### src/rtl/keypad_scan_pkg.sv
// Shared types and helpers for the 4x4 keypad scanner.
// Latency: n/a (types and pure functions only).
// Backpressure: n/a.
package keypad_scan_pkg;

  localparam int KEY_W    = 5;
  localparam int NUM_ROWS = 4;
  localparam int NUM_COLS = 4;

  typedef enum logic [1:0] {
    SCAN     = 2'd0,
    DEBOUNCE = 2'd1,
    PRESSED  = 2'd2,
    RELEASE  = 2'd3
  } state_t;

  // Classification of the synchronized (active-low) column lines on one tick.
  typedef enum logic [1:0] {
    PAT_NONE  = 2'd0,
    PAT_ONE   = 2'd1,
    PAT_MULTI = 2'd2
  } col_pat_t;

  function automatic col_pat_t col_pattern(input logic [NUM_COLS-1:0] colsync);
    int lows;
    lows = 0;
    for (int i = 0; i < NUM_COLS; i++) begin
      if (!colsync[i]) lows++;
    end
    if (lows == 0)      col_pattern = PAT_NONE;
    else if (lows == 1) col_pattern = PAT_ONE;
    else                col_pattern = PAT_MULTI;
  endfunction

  // Index of the lowest-numbered low column; only meaningful for PAT_ONE.
  function automatic logic [1:0] low_col(input logic [NUM_COLS-1:0] colsync);
    low_col = 2'd0;
    for (int i = NUM_COLS - 1; i >= 0; i--) begin
      if (!colsync[i]) low_col = 2'(i);
    end
  endfunction

endpackage

### src/rtl/keypad_scan_tick_gen.sv
// Free-running prescaler: one-clk tick every DIV clk cycles (count 0..DIV-1).
// Latency: first tick DIV clk after reset release; tick is combinational from the count.
// Backpressure: none, never stalls.
// Ports: clk, rst (sync, active-high), tick (high while count == DIV-1).
module keypad_scan_tick_gen #(
  parameter int DIV = 50000
) (
  input  logic clk,
  input  logic rst,
  output logic tick
);

  localparam int CW = (DIV > 1) ? $clog2(DIV) : 1;
  localparam logic [CW-1:0] LAST = CW'(DIV - 1);

  logic [CW-1:0] cnt;

  assign tick = (cnt == LAST);

  always_ff @(posedge clk) begin
    if (rst)       cnt <= '0;
    else if (tick) cnt <= '0;
    else           cnt <= cnt + 1'b1;
  end

endmodule

### src/rtl/keypad_scan.sv
// 4x4 matrix keypad scanner with press/release debounce, one key code per press.
// Latency: a press is accepted DEBOUNCE_TICKS scan ticks after its row is first sampled.
// Backpressure: none; key_valid is a single-cycle pulse with no ready.
// Ports: clk, rst (sync, active-high); COL0..3 in (active-low, async);
//        ROW0..3 out (active-low strobes); key[4:0] = row*4+col; key_valid pulse; key_held level.
module keypad_scan
  import keypad_scan_pkg::*;
#(
  parameter int CLK_DIV        = 50000,
  parameter int DEBOUNCE_TICKS = 4
) (
  input  logic             clk,
  input  logic             rst,
  input  logic             COL0,
  input  logic             COL1,
  input  logic             COL2,
  input  logic             COL3,
  output logic             ROW0,
  output logic             ROW1,
  output logic             ROW2,
  output logic             ROW3,
  output logic [KEY_W-1:0] key,
  output logic             key_valid,
  output logic             key_held
);

  localparam int DW = $clog2(DEBOUNCE_TICKS + 1);
  localparam logic [DW-1:0] DEB_DONE = DW'(DEBOUNCE_TICKS);
  localparam logic [DW-1:0] DEB_ONE  = DW'(1);

  logic                tick;
  logic [NUM_COLS-1:0] col_meta;
  logic [NUM_COLS-1:0] colsync;

  state_t              state, state_nx;
  logic [1:0]          row_idx, row_nx;
  logic [DW-1:0]       deb_cnt, deb_nx, deb_inc;
  logic [3:0]          cand, cand_nx;
  logic [3:0]          code;
  logic [KEY_W-1:0]    key_nx;
  logic                held_nx, valid_nx;
  col_pat_t            pat;

  keypad_scan_tick_gen #(.DIV(CLK_DIV)) u_tick (
    .clk  (clk),
    .rst  (rst),
    .tick (tick)
  );

  // Two-flop synchronizer; reset to "no key" so nothing is seen right after reset.
  always_ff @(posedge clk) begin
    if (rst) begin
      col_meta <= '1;
      colsync  <= '1;
    end else begin
      col_meta <= {COL3, COL2, COL1, COL0};
      colsync  <= col_meta;
    end
  end

  assign ROW0 = (row_idx != 2'd0);
  assign ROW1 = (row_idx != 2'd1);
  assign ROW2 = (row_idx != 2'd2);
  assign ROW3 = (row_idx != 2'd3);

  assign pat     = col_pattern(colsync);
  assign code    = {row_idx, low_col(colsync)};
  assign deb_inc = deb_cnt + 1'b1;

  always_comb begin
    state_nx = state;
    row_nx   = row_idx;
    deb_nx   = deb_cnt;
    cand_nx  = cand;
    key_nx   = key;
    held_nx  = key_held;
    valid_nx = 1'b0;
    if (tick) begin
      case (state)
        SCAN: begin
          if (pat == PAT_ONE) begin
            cand_nx = code;
            deb_nx  = DEB_ONE;
            // With a single-sample debounce the first sighting is the acceptance.
            if (DEBOUNCE_TICKS == 1) begin
              state_nx = PRESSED;
              key_nx   = {{(KEY_W-4){1'b0}}, code};
              held_nx  = 1'b1;
              valid_nx = 1'b1;
            end else begin
              state_nx = DEBOUNCE;
            end
          end else begin
            row_nx = row_idx + 2'd1;
          end
        end
        DEBOUNCE: begin
          if (pat == PAT_ONE && code == cand) begin
            deb_nx = deb_inc;
            if (deb_inc == DEB_DONE) begin
              state_nx = PRESSED;
              key_nx   = {{(KEY_W-4){1'b0}}, cand};
              held_nx  = 1'b1;
              valid_nx = 1'b1;
            end
          end else begin
            deb_nx   = '0;
            row_nx   = row_idx + 2'd1;
            state_nx = SCAN;
          end
        end
        PRESSED: begin
          // Row stays put; extra keys on this row are ignored until release.
          if (pat == PAT_NONE) begin
            if (DEBOUNCE_TICKS == 1) begin
              deb_nx   = '0;
              held_nx  = 1'b0;
              row_nx   = row_idx + 2'd1;
              state_nx = SCAN;
            end else begin
              deb_nx   = DEB_ONE;
              state_nx = RELEASE;
            end
          end
        end
        RELEASE: begin
          if (pat == PAT_NONE) begin
            deb_nx = deb_inc;
            if (deb_inc == DEB_DONE) begin
              held_nx  = 1'b0;
              row_nx   = row_idx + 2'd1;
              state_nx = SCAN;
            end
          end else begin
            deb_nx   = '0;
            state_nx = PRESSED;
          end
        end
        default: state_nx = SCAN;
      endcase
    end
  end

  always_ff @(posedge clk) begin
    if (rst) begin
      state     <= SCAN;
      row_idx   <= 2'd0;
      deb_cnt   <= '0;
      cand      <= '0;
      key       <= '0;
      key_held  <= 1'b0;
      key_valid <= 1'b0;
    end else begin
      state     <= state_nx;
      row_idx   <= row_nx;
      deb_cnt   <= deb_nx;
      cand      <= cand_nx;
      key       <= key_nx;
      key_held  <= held_nx;
      key_valid <= valid_nx;
    end
  end

endmodule

### config.mk
export PLATFORM = sky130hd
export DESIGN_NAME = keypad_scan
export DESIGN_NICKNAME = d
export VERILOG_FILES = /design/src/rtl/keypad_scan_pkg.sv /design/src/rtl/keypad_scan_tick_gen.sv /design/src/rtl/keypad_scan.sv
export SDC_FILE = /design/constraint.sdc
export NUM_CORES = 1
export LEC_CHECK = 0
export CORE_MARGIN = 2
export CORE_UTILIZATION = 52
export DETAILED_ROUTE_END_ITERATION = 10
export PLACE_DENSITY = 0.78
export SLEW_MARGIN = 15
export SYNTH_ARGS = -nofsm -noshare
export SYNTH_HDL_FRONTEND = slang
export SYNTH_SLANG_ARGS = --single-unit
### constraint.sdc
create_clock -name clk -period 2.9 [get_ports clk]
set_clock_uncertainty 0.2 [all_clocks]
set_input_delay 0.58 -clock clk [delete_from_list [all_inputs] [get_ports clk]]
set_output_delay 0.58 -clock clk [all_outputs]
set_load 0.03 [all_outputs]
Yosys cells after proc, flatten, opt, wreduce, memory -nomap -nowiden

Index checks and enable logic that the tools add are counted.

Flip-flop bits (word level): 41
Input bits: 6
Output and inout bits: 11
Logic and storage cells: 88

Add/subtract/negate cells: 6
Equality and inequality tests: 21
Mux-type cells: 33
Bitwise logic cells: 3
Reduce and logical (&&, ||, !) cells: 15

Operator list:

| cell                  | count |
|---|---|
| $add 32x2->32 const B | 3 |
| $mux 32               | 3 |
| $eq 32x2->1 const B   | 1 |
| $logic_not 32->1      | 1 |
| $mux 2                | 16 |
| $ne 2x2->1 const B    | 10 |
| $add 16x1->16 const B | 1 |
| $eq 16x16->1 const B  | 1 |
| $mux 3                | 4 |
| $pmux 3 s4            | 1 |
| $reduce_and 6->1      | 2 |
| $pmux 2 s4            | 1 |
| $mux 1                | 6 |
| $ne 3x3->1 const B    | 2 |
| $pmux 2 s3            | 1 |
| $reduce_and 3->1      | 2 |
| $reduce_and 5->1      | 1 |
| $eq 2x1->1 const B    | 2 |
| $eq 2x2->1 const B    | 2 |
| $eq 4x4->1            | 1 |
| $logic_not 2->1       | 2 |
| $reduce_and 4->1      | 1 |
| $reduce_bool 2->1     | 2 |
| $reduce_or 4->1       | 1 |
| other kinds (9)       | 11 |

Longest topological paths before layout

Depth after elaboration: 14
Gate-level depth with buffers: 13
Mapped depth without buffers: 11

Hierarchy

Synthesis repeated with hierarchy kept, for this count alone.

Cells, all modules: 226
Area total of the unflattened synthesis: 2078.2 µm²

Modules (own cells, without submodules):

| module               | times used | cells an instance | area each (µm²) |
|---|---|---|---|
| keypad_scan          | 1          | 144               | 1346.3 |
| keypad_scan_tick_gen | 1          | 82                | 732.0 |

Least setup slack after synthesis

No wires, ideal clock.

Kind: register to register
Start point: register colsync[0]
End point: register row_idx[0]
Library setup time: 0.123 ns
Arrival: 2.893 ns
Setup slack: -0.317 ns
Cell stages (with the launch flop): 13
Clock period less this slack: 3.217 ns
Cell sequence: dfxtp_1 -> inv_1 -> ha_1 -> or2b_1 -> and2_1 -> ha_1 -> and2b_2 -> a31o_1 -> or2_1 -> buf_6 -> or3b_1 -> a221oi_2 -> mux2_1

Word-level cells in the longest chain between the ends: 14

Ends and longest elaborated chain:

| item                           | line                                 | RTL |
|---|---|---|
| from (decl)                    | keypad_scan.sv:33                    | `logic [NUM_COLS-1:0] colsync;` |
| from (signal assigned)         | keypad_scan.sv:57                    | `colsync <= col_meta;` |
| $mux 1                         | keypad_scan_pkg.sv:28                | `if (!colsync[i]) lows++;` |
| $add 32x2->32                  | keypad_scan_pkg.sv:28                |  |
| $mux 32                        | keypad_scan_pkg.sv:28                |  |
| $add 32x2->32                  | keypad_scan_pkg.sv:28                |  |
| $mux 32                        | keypad_scan_pkg.sv:28                |  |
| $add 32x2->32                  | keypad_scan_pkg.sv:28                |  |
| $mux 32                        | keypad_scan_pkg.sv:28                |  |
| $eq 32x2->1                    | keypad_scan_pkg.sv:31                | `else if (lows == 1) col_pattern = PAT_ONE;` |
| $mux 2                         | keypad_scan_pkg.sv:31                |  |
| $mux 2                         | keypad_scan_pkg.sv:30                | `if (lows == 0) col_pattern = PAT_NONE;` |
| $eq 2x1->1                     | keypad_scan.sv:81, keypad_scan.sv:98 |  |
| $logic_and 1x1->1              | keypad_scan.sv:98                    | `if (pat == PAT_ONE && code == cand) begin` |
| $ne 2x2->1 (no line)           | -                                    |  |
| $reduce_and 6->1 (no line) (*) | -                                    |  |
| to (signal assigned)           | keypad_scan.sv:155                   | `row_idx <= row_nx;` |
| to (decl)                      | keypad_scan.sv:36                    | `logic [1:0] row_idx, row_nx;` |

Every way passes the cells marked *; elsewhere a longest branch is shown, timed or not.
A chain may end at the register's enable or synchronous reset.

Final worst setup path

Ends and elaborated chain as after synthesis.

==> flow_summary.toml <==
[run_status]
status = "finished, violations left"
violations = "negative setup slack"

[logic_synthesis]
syn-instance-count = 221
ys_top_cells_by_area = "dfxtp_1 39%, xnor2_1 6.3%, ha_1 6.0%"
synth_top_area_cell = "dfxtp_1"
ys_types = 52
async_flop_share_pct = 0
yosysWarnings = 0
postSynthAreaPerCell_um2 = 9.47
ys_seq_area_share_pct = 39.2
synth_top_area_share_pct = 39.2
synth_edf_count = 0
syn_area_um2 = 2090
syn_nets = 237
synth_seq_cells = 41
synth-main-ff-cell = "dfxtp_1"

[worst_setup_path]
rr_worst_depth = 12
critPathLaunchType = "flop"
worstPathRequired_ps = 2890
timing.rr.start = "colsync[0]$_SDFF_PP1_"
cp-end-kind = "flop"
worstSetupPathType = "flop to flop"
worstPathArrival_ps = 3160
r2r-end = "row_idx[0]$_SDFFE_PP0P_"
r2r_slack_ps = -270
cp_max_fo = 2

[clock_tree]
hold_buffers = 0
root_buffer = "clkbuf_8"
cts_max_level = 2
tritoncts = "yes"
clkSinkCount = 41
clock_latency_ps = 300
cts_buffer_depth = 2
cts_buffers = 5
clkTransAtPathRegs_ps = 80

[placement]
placed_cells_incl_taps = 293
routabilityCongestion = 0.858
io_buffer_count = 15
placed_area_um2 = 2360
dp_hpwl_um = 2610

[worst_hold_path]
worstHoldPathType = "flop to flop"
hold_end = "colsync[1]$_SDFF_PP1_"
min_path_cells = 1
worstHoldStart = "col_meta[1]$_SDFF_PP1_"

[routing]
drt_wl_total_um = 3630
drt-initial-drc-count = 94
wire_per_inst_um = 11.8
drt.antenna.violating_nets = 0
drc_errors = 0
avgViaCountPerCell = 5.16
num_vias = 1584
drt_first_pass_iters = 4

[floorplan]
rows = 23
core-area_um2 = 3940
io_pins = 17
start_util_pct = 53.1
dieArea_um2 = 4550
fp.dieW_um = 67.4
die_y_um = 67.4

[sta]
setup_ws_ps = -270
fmax_mhz = 315
drv_slew = 0
relSlewSlack_pct = 63.6
rsz0062_at_grt = "yes"
final_hold_viol_count = 0
post-route-period-util_pct = 109
period_needed_ps = 3170
setup_viol_count_final = 14
tightest_slew_ps = 547

[pwr]
combPwrFrac_pct = 8.8
leakagePower_nw = 1.10
p_clk_share_pct = 40.7
switchingPower_uw = 238
powerDensity_nw_per_um2 = 443
switching_share_pct = 20.8
vdd_drop_max_mv = 0.280
p_int_uw = 904
power.share.sequential_pct = 50.5

[cells_and_area]
fin_cells = 307
final_common_cell = "dfxtp_1"
layout.nets = 272
antennaDiodeCount = 0
multi_input_area_um2 = 1190
area_delta_synth_final_pct = 23.0
fin_area_um2 = 2570
regArea_um2 = 823
final_cell_mix = "39 x dfxtp_1, 33 x nor2_1, 22 x buf_4"
drive_gt1_share_pct = 24.5
fillerInstances = 319

[grt]
grt_max_degree = 28
antenna_found_initial = 0
overflow = 0
track_usage_pct = 17.9
first_global_vias = 1380
grt_pass1_wl_um = 6090

[flow_run]
maxCapViolCount = 0
-- final cells by class --
| type | instances | share of cell area [%] |
|---|---|---|
| Multi-Input combinational cell | 156 | 46.4 |
| Sequential cell | 41 | 32.0 |
| Timing Repair Buffer | 38 | 12.7 |
| Clock buffer | 7 | 3.35 |
| Tap cell | 50 | 2.43 |
| Inverter | 14 | 2.04 |
| Clock inverter | 1 | 1.17 |
-- logic make-up after synthesis --
| kind of cell | count (synthesis) | synth area share, % |
|---|---|---|
| compound gates | 21 | 8.19 |
| fa+ha+maj | 10 | 5.98 |
| buf+inv | 24 | 6.46 |
| other cells | 1 | 0.179 |
| simple gates | 94 | 26.1 |
| mux | 10 | 4.84 |
| xor+xnor | 20 | 9.09 |
| flops | 41 | 39.2 |
-- worst max path at each step --
stage	startpoint	endpoint	slack (ps)	cells after the start
floorplan	colsync[0]$_SDFF_PP1_	row_idx[0]$_SDFFE_PP0P_	-270	12
global placement	colsync[0]$_SDFF_PP1_	key[3]$_SDFFE_PP0P_	-260	11
detailed placement	colsync[0]$_SDFF_PP1_	key[1]$_SDFFE_PP0P_	-350	11
CTS	colsync[0]$_SDFF_PP1_	row_idx[0]$_SDFFE_PP0P_	-260	12
global route	colsync[0]$_SDFF_PP1_	row_idx[0]$_SDFFE_PP0P_	-350	12
finish	colsync[0]$_SDFF_PP1_	row_idx[0]$_SDFFE_PP0P_	-270	12
-- per-stage QoR --
stage / power [mW] / util [%] / setup WS (ps) / TNS (ps) / hold slack, ps
final: 1.14 / 65.3 / -270 / -2100 / 209
after global routing: 1.20 / 65.3 / -349 / -3380 / 217
after CTS: 1.15 / 63.7 / -261 / -2050 / 211
after detailed placement: 0.680 / 59.8 / -350 / -3290 / 194
after global placement: 0.678 / 59.8 / -263 / -2540 / 194
after floorplan: 0.652 / - / -274 / -1340 / 189
-- routing by layer --
metal,part of all wire (%),track usage [%]
met4,3.0,6.89
met1,47,21.9
met2,48,29.5
met3,2.2,5.50
met5,0,0
-- Yosys cell counts (4+ instances only) --
master and instances:
buf_6 5, mux2i_1 9, nand3_1 6, nand2b_1 5
nand2_1 5, xor2_1 4, ha_1 10, nor2_1 33
dfxtp_1 41, xnor2_1 15, a21oi_1 4, and3_1 8
or2_2 8, inv_1 14
-- state kept, by name, indices dropped and copies added (netlist names) --
register    count
key             4
deb_cnt         3
row_idx         2
u_tick.cnt     16
cand            4
key_valid       1
col_meta        4
state           2
colsync         4
key_held        1
-- worst max-delay path, stage by stage, from the launching register on --
cell and delay (ps):
dfxtp_2 330, inv_2 50, ha_4 150, or2b_1 220, and2_1 140, ha_1 260, and2b_2 190, a31o_1 200
buf_6 120, or2_1 220, or3b_4 390, a221oi_4 280, mux2_4 320
-- power groups by stage --
| stage | Combinational (mW) | Sequential (mW) | Clock (mW) |
|---|---|---|---|
| 6_report | 0.100 | 0.576 | 0.465 |
| 5_1_grt | 0.111 | 0.577 | 0.508 |
| 4_1_cts | 0.0946 | 0.576 | 0.477 |
| 3_5_place_dp | 0.0906 | 0.589 | 0 |
| 3_3_place_gp | 0.0887 | 0.589 | 0 |
| 2_1_floorplan | 0.0642 | 0.588 | 0 |
-- repair_timing --
item / 4_1_cts / 5_1_grt
gates cloned: 0 / 0
pin swaps: 5 / 5
setup endpoints to repair: 14 / 16
resized for setup: 4 / 8
setup buffers: 3 / 3
Note: power is estimated with default switching activity, not from simulation.
